File: src/rtl/uart_pkg.sv
// Shared UART definitions: receiver state encoding, frame constants and the
// clocks-per-bit derivation used by both the receiver and the transmitter.
package uart_pkg;

   typedef enum logic [2:0] {
      IDLE      = 3'd0,
      START     = 3'd1,
      DATA      = 3'd2,
      STOP      = 3'd3,
      WAIT_HIGH = 3'd4
   } rx_state_t;

   localparam int   DATA_BITS  = 8;
   localparam logic STOP_LEVEL = 1'b1;

   function automatic int baud_div(input int clk_freq, input int baud_rate);
      return clk_freq / baud_rate;
   endfunction

   function automatic logic maj3(input logic a, input logic b, input logic c);
      return (a & b) | (a & c) | (b & c);
   endfunction

endpackage

File: src/rtl/uart_rx_sync.sv
// Two-flop synchroniser for the rx pin plus the per-sample bit value.
// With UART_RX_MAJORITY_EN the bit value is a 2-of-3 vote over the last three rx_s taps.
module uart_rx_sync
   import uart_pkg::*;
(
   input  logic clk50m,
   input  logic reset,
   input  logic rx,
   output logic rx_s,
   output logic rx_bit
);

   logic [1:0] sync_q;

   always_ff @(posedge clk50m) begin
      if (reset) begin
         sync_q <= 2'b11;
      end else begin
         sync_q <= {sync_q[0], rx};
      end
   end

   assign rx_s = sync_q[1];

`ifdef UART_RX_MAJORITY_EN
   // hist_q[0] is rx_s one clock ago, hist_q[1] two clocks ago
   logic [1:0] hist_q;

   always_ff @(posedge clk50m) begin
      if (reset) begin
         hist_q <= 2'b11;
      end else begin
         hist_q <= {hist_q[0], rx_s};
      end
   end

   assign rx_bit = maj3(hist_q[1], hist_q[0], rx_s);
`else
   assign rx_bit = rx_s;
`endif

endmodule

File: src/rtl/uart_rx_byte.sv
// UART 8N1 receiver with mid-bit sampling and a valid/ready holding register.
// Define UART_RX_MAJORITY_EN for 2-of-3 majority sampling (adds one clock of latency).
module uart_rx_byte
   import uart_pkg::*;
#(
   parameter int CLK_FREQ  = 50000000,
   parameter int BAUD_RATE = 9600
) (
   input  logic       clk50m,
   input  logic       reset,
   input  logic       rx,
   output logic [7:0] rx_data,
   output logic       rx_valid,
   input  logic       rx_ready,
   output logic       frame_err,
   output logic       overrun,
   output logic       busy
);

   localparam int BAUD_DIV = baud_div(CLK_FREQ, BAUD_RATE);
   localparam int CW       = $clog2(BAUD_DIV);
   localparam int IW       = $clog2(DATA_BITS);

`ifdef UART_RX_MAJORITY_EN
   localparam int LAG = 1;
`else
   localparam int LAG = 0;
`endif

   // Majority mode decides one clock after the start-bit centre; every later
   // sample point inherits that shift through the counter restart.
   localparam logic [CW-1:0] START_PT = CW'(BAUD_DIV / 2 - 1 + LAG);
   localparam logic [CW-1:0] BIT_PT   = CW'(BAUD_DIV - 1);
   localparam logic [IW-1:0] LAST_BIT = IW'(DATA_BITS - 1);

   logic rx_s;
   logic rx_bit;

   uart_rx_sync u_sync (
      .clk50m (clk50m),
      .reset  (reset),
      .rx     (rx),
      .rx_s   (rx_s),
      .rx_bit (rx_bit)
   );

   rx_state_t            state_q;
   logic [CW-1:0]        cnt_q;
   logic [IW-1:0]        bit_idx_q;
   logic [DATA_BITS-1:0] shift_q;
   logic                 done_q;
   logic                 frame_err_q;
   logic                 busy_q;

   always_ff @(posedge clk50m) begin
      if (reset) begin
         state_q     <= IDLE;
         cnt_q       <= '0;
         bit_idx_q   <= '0;
         shift_q     <= '0;
         done_q      <= 1'b0;
         frame_err_q <= 1'b0;
         busy_q      <= 1'b0;
      end else begin
         done_q      <= 1'b0;
         frame_err_q <= 1'b0;
         unique case (state_q)
            IDLE: begin
               if (!rx_s) begin
                  state_q <= START;
                  cnt_q   <= '0;
                  busy_q  <= 1'b1;
               end
            end
            START: begin
               if (cnt_q == START_PT) begin
                  cnt_q <= '0;
                  if (!rx_bit) begin
                     state_q   <= DATA;
                     bit_idx_q <= '0;
                  end else begin
                     state_q <= IDLE;
                     busy_q  <= 1'b0;
                  end
               end else begin
                  cnt_q <= cnt_q + 1'b1;
               end
            end
            DATA: begin
               if (cnt_q == BIT_PT) begin
                  cnt_q   <= '0;
                  shift_q <= {rx_bit, shift_q[DATA_BITS-1:1]};
                  if (bit_idx_q == LAST_BIT) begin
                     state_q <= STOP;
                  end else begin
                     bit_idx_q <= bit_idx_q + 1'b1;
                  end
               end else begin
                  cnt_q <= cnt_q + 1'b1;
               end
            end
            STOP: begin
               if (cnt_q == BIT_PT) begin
                  cnt_q <= '0;
                  if (rx_bit == STOP_LEVEL) begin
                     done_q  <= 1'b1;
                     state_q <= IDLE;
                     busy_q  <= 1'b0;
                  end else begin
                     frame_err_q <= 1'b1;
                     state_q     <= WAIT_HIGH;
                  end
               end else begin
                  cnt_q <= cnt_q + 1'b1;
               end
            end
            WAIT_HIGH: begin
               // A held-low (break) line must not look like a new start bit
               if (rx_s) begin
                  state_q <= IDLE;
                  cnt_q   <= '0;
                  busy_q  <= 1'b0;
               end
            end
            default: begin
               state_q <= IDLE;
               cnt_q   <= '0;
               busy_q  <= 1'b0;
            end
         endcase
      end
   end

   logic [7:0] data_q, data_d;
   logic       valid_q, valid_d;
   logic       overrun_q, overrun_d;

   // A completed byte may replace the held one only if the held one leaves this cycle
   always_comb begin
      data_d    = data_q;
      valid_d   = valid_q;
      overrun_d = 1'b0;
      if (valid_q && rx_ready) begin
         valid_d = 1'b0;
      end
      if (done_q) begin
         if (!valid_q || rx_ready) begin
            data_d  = shift_q;
            valid_d = 1'b1;
         end else begin
            overrun_d = 1'b1;
         end
      end
   end

   always_ff @(posedge clk50m) begin
      if (reset) begin
         data_q    <= 8'h00;
         valid_q   <= 1'b0;
         overrun_q <= 1'b0;
      end else begin
         data_q    <= data_d;
         valid_q   <= valid_d;
         overrun_q <= overrun_d;
      end
   end

   assign rx_data   = data_q;
   assign rx_valid  = valid_q;
   assign overrun   = overrun_q;
   assign frame_err = frame_err_q;
   assign busy      = busy_q;

endmodule

File: config.mk
export PLATFORM = sky130hd
export DESIGN_NAME = uart_rx_byte
export DESIGN_NICKNAME = d
export VERILOG_FILES = /design/src/rtl/uart_pkg.sv /design/src/rtl/uart_rx_sync.sv /design/src/rtl/uart_rx_byte.sv
export SDC_FILE = /design/constraint.sdc
export NUM_CORES = 1
export LEC_CHECK = 0
export CAP_MARGIN = 10
export CORE_UTILIZATION = 60
export DETAILED_ROUTE_END_ITERATION = 12
export PLACE_DENSITY = 0.82
export SYNTH_ARGS = -nofsm -noshare
export SYNTH_HDL_FRONTEND = slang
export SYNTH_SLANG_ARGS = --single-unit
File: constraint.sdc
create_clock -name clk50m -period 3.7 [get_ports clk50m]
set_input_delay 0.74 -clock clk50m [delete_from_list [all_inputs] [get_ports clk50m]]
set_output_delay 0.74 -clock clk50m [all_outputs]
set_load 0.01 [all_outputs]
# == Word-level counts from Yosys, hierarchy flattened ==
# Cells that the tools add are included.
# op_classes
reduce_logical,14
n_eq_ne,15
n_mux,30
n_addsub,2
n_bitwise,4
# op_table
op,n
13-bit two-way mux,4
13-bit case mux with 4 select lines,1
3-bit two-way mux,11
3-bit case mux with 5 select lines,1
2-bit != test (second input constant),7
13-bit by 1-bit adder with 13-bit output (second input constant),1
13-bit by 12-bit equality test with 1-bit output (second input constant),1
13-bit equality test (second input constant),1
1-bit two-way mux,10
3-bit by 2-bit equality test with 1-bit output (second input constant),2
3-bit equality test (second input constant),2
3-bit case mux with 2 select lines,1
2-bit AND reduction,3
6-bit AND reduction,1
1-bit case mux with 5 select lines,1
5-bit AND reduction,1
1-bit inverter,4
4-bit AND reduction,1
2-bit OR reduction,2
3-bit by 1-bit adder with 3-bit output (second input constant),1
3-bit by 1-bit equality test with 1-bit output (second input constant),1
3-bit zero test,1
3-bit OR reduction,1
2-bit two-way mux,1
5 further kinds,5
# totals
in_bits,4
ff_bits,42

# == Longest topological paths before layout ==
# logic_depth
word_depth,4
ltp_mapped,7

# == Modules after synthesis ==
# From an unflattened synthesis, not the netlist that was laid out.
# unflattened
hier_cells,218
hier_area_um2,2067.0
# by_module_without_submodules
module,cells_each,n_inst,area_each_um2
uart_rx_byte,213,1,2006.9
uart_rx_sync,5,1,60.1

# == Least setup slack after synthesis ==
# OpenSTA, ideal clock, no wires.
# synth_path
kind,reg2reg
start,reg cnt_q[0]
end,reg cnt_q[9]
arrival_ns,1.736
path_slack_ns,1.895
path_stages_with_launch,7
n_path_buf,0
cell_sequence,dfxtp_1 > ha_1 > nor4b_1 > a311oi_2 > a21oi_2 > or4_1 > o21ai_1
# synth_via
elab_chain_len,3
# synth_lines
item,line,source
start: declaration,uart_rx_byte.sv:48,logic [CW-1:0] cnt_q;
start signal: assignment,uart_rx_byte.sv:86,cnt_q <= cnt_q + 1'b1;
start signal: assignment,uart_rx_byte.sv:99,cnt_q <= cnt_q + 1'b1;
start signal: assignment,uart_rx_byte.sv:114,cnt_q <= cnt_q + 1'b1;
"13-bit by 1-bit adder with 13-bit output, or another cell as far along","uart_rx_byte.sv:86, uart_rx_byte.sv:99, uart_rx_byte.sv:114",
"13-bit two-way mux, on equally long branches","uart_rx_byte.sv:90, uart_rx_byte.sv:103, uart_rx_byte.sv:76",
13-bit case mux with 4 select lines *,uart_rx_byte.sv:67,unique case (state_q)
# Mark *: on every way between the ends. The rest lies on a longest branch, timed or not.
# A chain may end at the register's enable or synchronous reset.

# == Worst setup path in the final report ==
# layout_path
start,reg state_q[1]
end,reg bit_idx_q[1]
# layout_via
elab_chain_len,3
# layout_lines
item,line,source
start: declaration,uart_rx_byte.sv:47,rx_state_t state_q;
start signal: assignment,uart_rx_byte.sv:57,state_q <= IDLE;
start signal: assignment,uart_rx_byte.sv:70,state_q <= START;
start signal: assignment,uart_rx_byte.sv:79,state_q <= DATA;
3-bit by 1-bit equality test with 1-bit output / 3-bit by 2-bit equality test with 1-bit output (equally long branches),uart_rx_byte.sv:67,
2-bit != test (no source line) / 2-bit nonzero test (equally long branches),n/a,
5-bit AND reduction (no source line),n/a,
end signal: assignment,uart_rx_byte.sv:96,bit_idx_q <= bit_idx_q + 1'b1;
end: declaration,uart_rx_byte.sv:49,logic [IW-1:0] bit_idx_q;
# Parallel ways exist; a longest one is shown, timed or not.

==> summary.txt <==
Status: completed
Placed Cells incl. Taps: 266
YS warnings: 0
RSZ-0062 raised after global routing: false
LEAKAGE: 0.000880 uW
Pre-antenna DRT Iters: 4
Post-Route WL: 4.05 mm
MaxCap Viol Count: 0
Largest net degree at the start of global routing: 41
Mapped Area: 0.00199 mm^2
Maximum root-to-sink buffer count: 2
CTS tree: built
Total global routing track utilization: 0.260
Slew Limit Fails: 0
Worst-Skew Late Latency: 0.36 ns
Number of global-route vias before repair: 1523
First-pass GRT wire length: 6.98 mm
Syn Inst Count: 216
Syn_nets: 223
Worst Setup Start Kind: register
Final worst slack: 1.27 ns
CTS root buf: clkbuf_4
Wire per inst: 14.8 um
CTS Hold Bufs: 0
Area share of the largest cell type after synthesis: 0.422
Most frequent cells after synthesis: dfxtp_1, nor2_1, mux2i_1
WS Path Type: register to register
Num rows: 20
DP Worst Slack: 1.35 ns
Slowest-stage cell, CP: nand4_1
Worst-path clk slew: 0.13 ns
GRT overflow: 0
Top-count cell post-synth: dfxtp_1
Vias/cell: 6.07
Routed Antenna Nets: 0
Power per cell area: 364 mW/mm^2
Fmax: 0.412 GHz
Antenna fix cells: 0
I/O Buffers: 15
Initial Util: 0.643
Cell family with most CP delay: simple AND/OR/NAND/NOR gates
Routability cong.: 0.807
DRC: 0
Worst stage delay on the critical path: 0.58 ns
Cell type with the largest total area after synthesis: dfxtp_1
Non-filler cells in the finished layout: 274
Worst Tran Pin Value: 0.985 ns
Final setup vio count: 0
WP buf/inv: 0
Initial antenna violation count: 0
Ranking of synthesized cells by area: dfxtp_1, mux2i_1, nor2_1
Critical path cell sequence: nor3b_2 -> nand4_1 -> o22ai_1 -> nand3_1 -> a21oi_1
Worst hold path class: register to register
# clock sinks: 42
Inserted Clock Buffers: 5
Final Hold Vio Count: 0
Post-cts resize count: 0
Post-synthesis async set-or-reset flop share: 0
Die Span X: 59.7 um
Area delta synth->final: 11.5%
Min cycle time layout: 2.43 ns
Detailed Place HPWL: 2.82 mm
Top FF cell, synth: dfxtp_1
Register area share after synthesis: 0.422
Worst setup EP type: register
Ports: 16
Die H: 59.7 um
Layout cell share with drive strength beyond 1: 0.113
FF+latch count, synth: 42
Total number of vias: 1664
Setup_tns: 0 ns
Fill count: 269
Htree depth: 2
Die footprint: 0.00356 mm^2
Slew HR: 0.337
Clock skew: 0.0118 ns
Crit-path max FO: 11
Fin crit share: 0.657
Post-synth cell types: 52
DRT iter0 DRCs: 101
Post-CTS Setup Bufs: 0
VDD IR-drop max: 0.237 mV
Core footprint: 0.00310 mm^2
Synth Area per Inst: 9.23 um^2
Core Util, Final: 0.717
Fin nets: 236
CP arrival: 2.73 ns
EDFF count, synth: 0
Crit path required time: 4.00 ns
-- report_power, final --
part,total (uW),switching (uW),internal [uW]
Combinational,47.2,29.5,17.7
Sequential,462,5.15,456
Clock,300,157,143
Total,809,191,618
-- area by class of cell --
type	count	area, um^2	share of cell area
sequential	42	841	0.378
tap	44	55.1	0.0247
timing repair buffer	17	165	0.0742
clock inverter	3	43.8	0.0197
clock buffer	5	37.5	0.0169
inverter	8	30.0	0.0135
multi-input combinational	155	1050	0.473
-- sequential cells by signal, summed over array words and instances, names as in the netlist --
signal / cells
shift_q: 8
done_q: 1
rx_valid: 1
frame_err: 1
busy: 1
state_q: 3
cnt_q: 13
bit_idx_q: 3
u_sync.sync_q: 2
overrun: 1
rx_data: 8
-- layer usage --
metal  share of wire  GRT usage  wire length [um]
met5               0          0                 0
met4           0.011     0.0930                45
met3           0.057     0.0736               232
met2            0.48      0.416              1950
met1            0.45      0.333              1830
-- kinds of logic after synthesis --
kind of cell             Yosys count  synth area share
AO/OA/AOI/OAI                     35             0.121
XOR/XNOR                           4            0.0176
adder cells (fa/ha/maj)            3            0.0188
buffers and inverters             19            0.0508
flip-flops                        42             0.422
multiplexers                      18            0.0903
AND/OR/NAND/NOR                   95             0.280
-- worst reg2reg max path, stage by stage, from the launching register on --
cell and delay (ns):
dfxtp_1 0.53, nor3b_2 0.39, nand4_1 0.58, o22ai_1 0.54, nand3_1 0.14, a21oi_1 0.18
-- through the flow --
stage	total power (uW)	hold WS, ns	area (um^2)
2_1_floorplan	505	0.389	1990
3_3_place_gp	516	0.392	2140
3_5_place_dp	518	0.407	2140
4_1_cts	813	0.437	2220
5_1_grt	838	0.463	2220
6_report	809	0.433	2220
-- final timing paths --
| kind | start | to | slack [ns] | cells after the start |
|---|---|---|---|---|
| max | state_q[1] | bit_idx_q[1] | 1.27 | 5 |
| max reg2reg | state_q[1] | bit_idx_q[1] | 1.27 | 5 |
| min | u_sync.sync_q[0] | u_sync.sync_q[1] | 0.43 | 1 |
| min reg2reg | u_sync.sync_q[0] | u_sync.sync_q[1] | 0.43 | 1 |
-- cell usage in the layout, fill, tap and decap left out, types with 4 or more instances in the layout --
cell             synthesis  final
nor3_1                   5      5
inv_1                    8      8
nand2_1                 11     11
clkbuf_4                 0      5
mux2i_1                 18     18
or4_1                    4      4
a21oi_1                  7      7
nand2b_1                 5      5
nand3_1                 10     10
and4bb_2                 4      4
or3_1                    6      6
clkdlybuf4s50_1          0     15
nand4_1                  4      4
a31oi_1                  6      6
o21ai_0                  4      4
dfxtp_1                 42     42
nor2_1                  25     25
nor4_1                   4      4
Note: power is estimated with default switching activity, not from simulation.
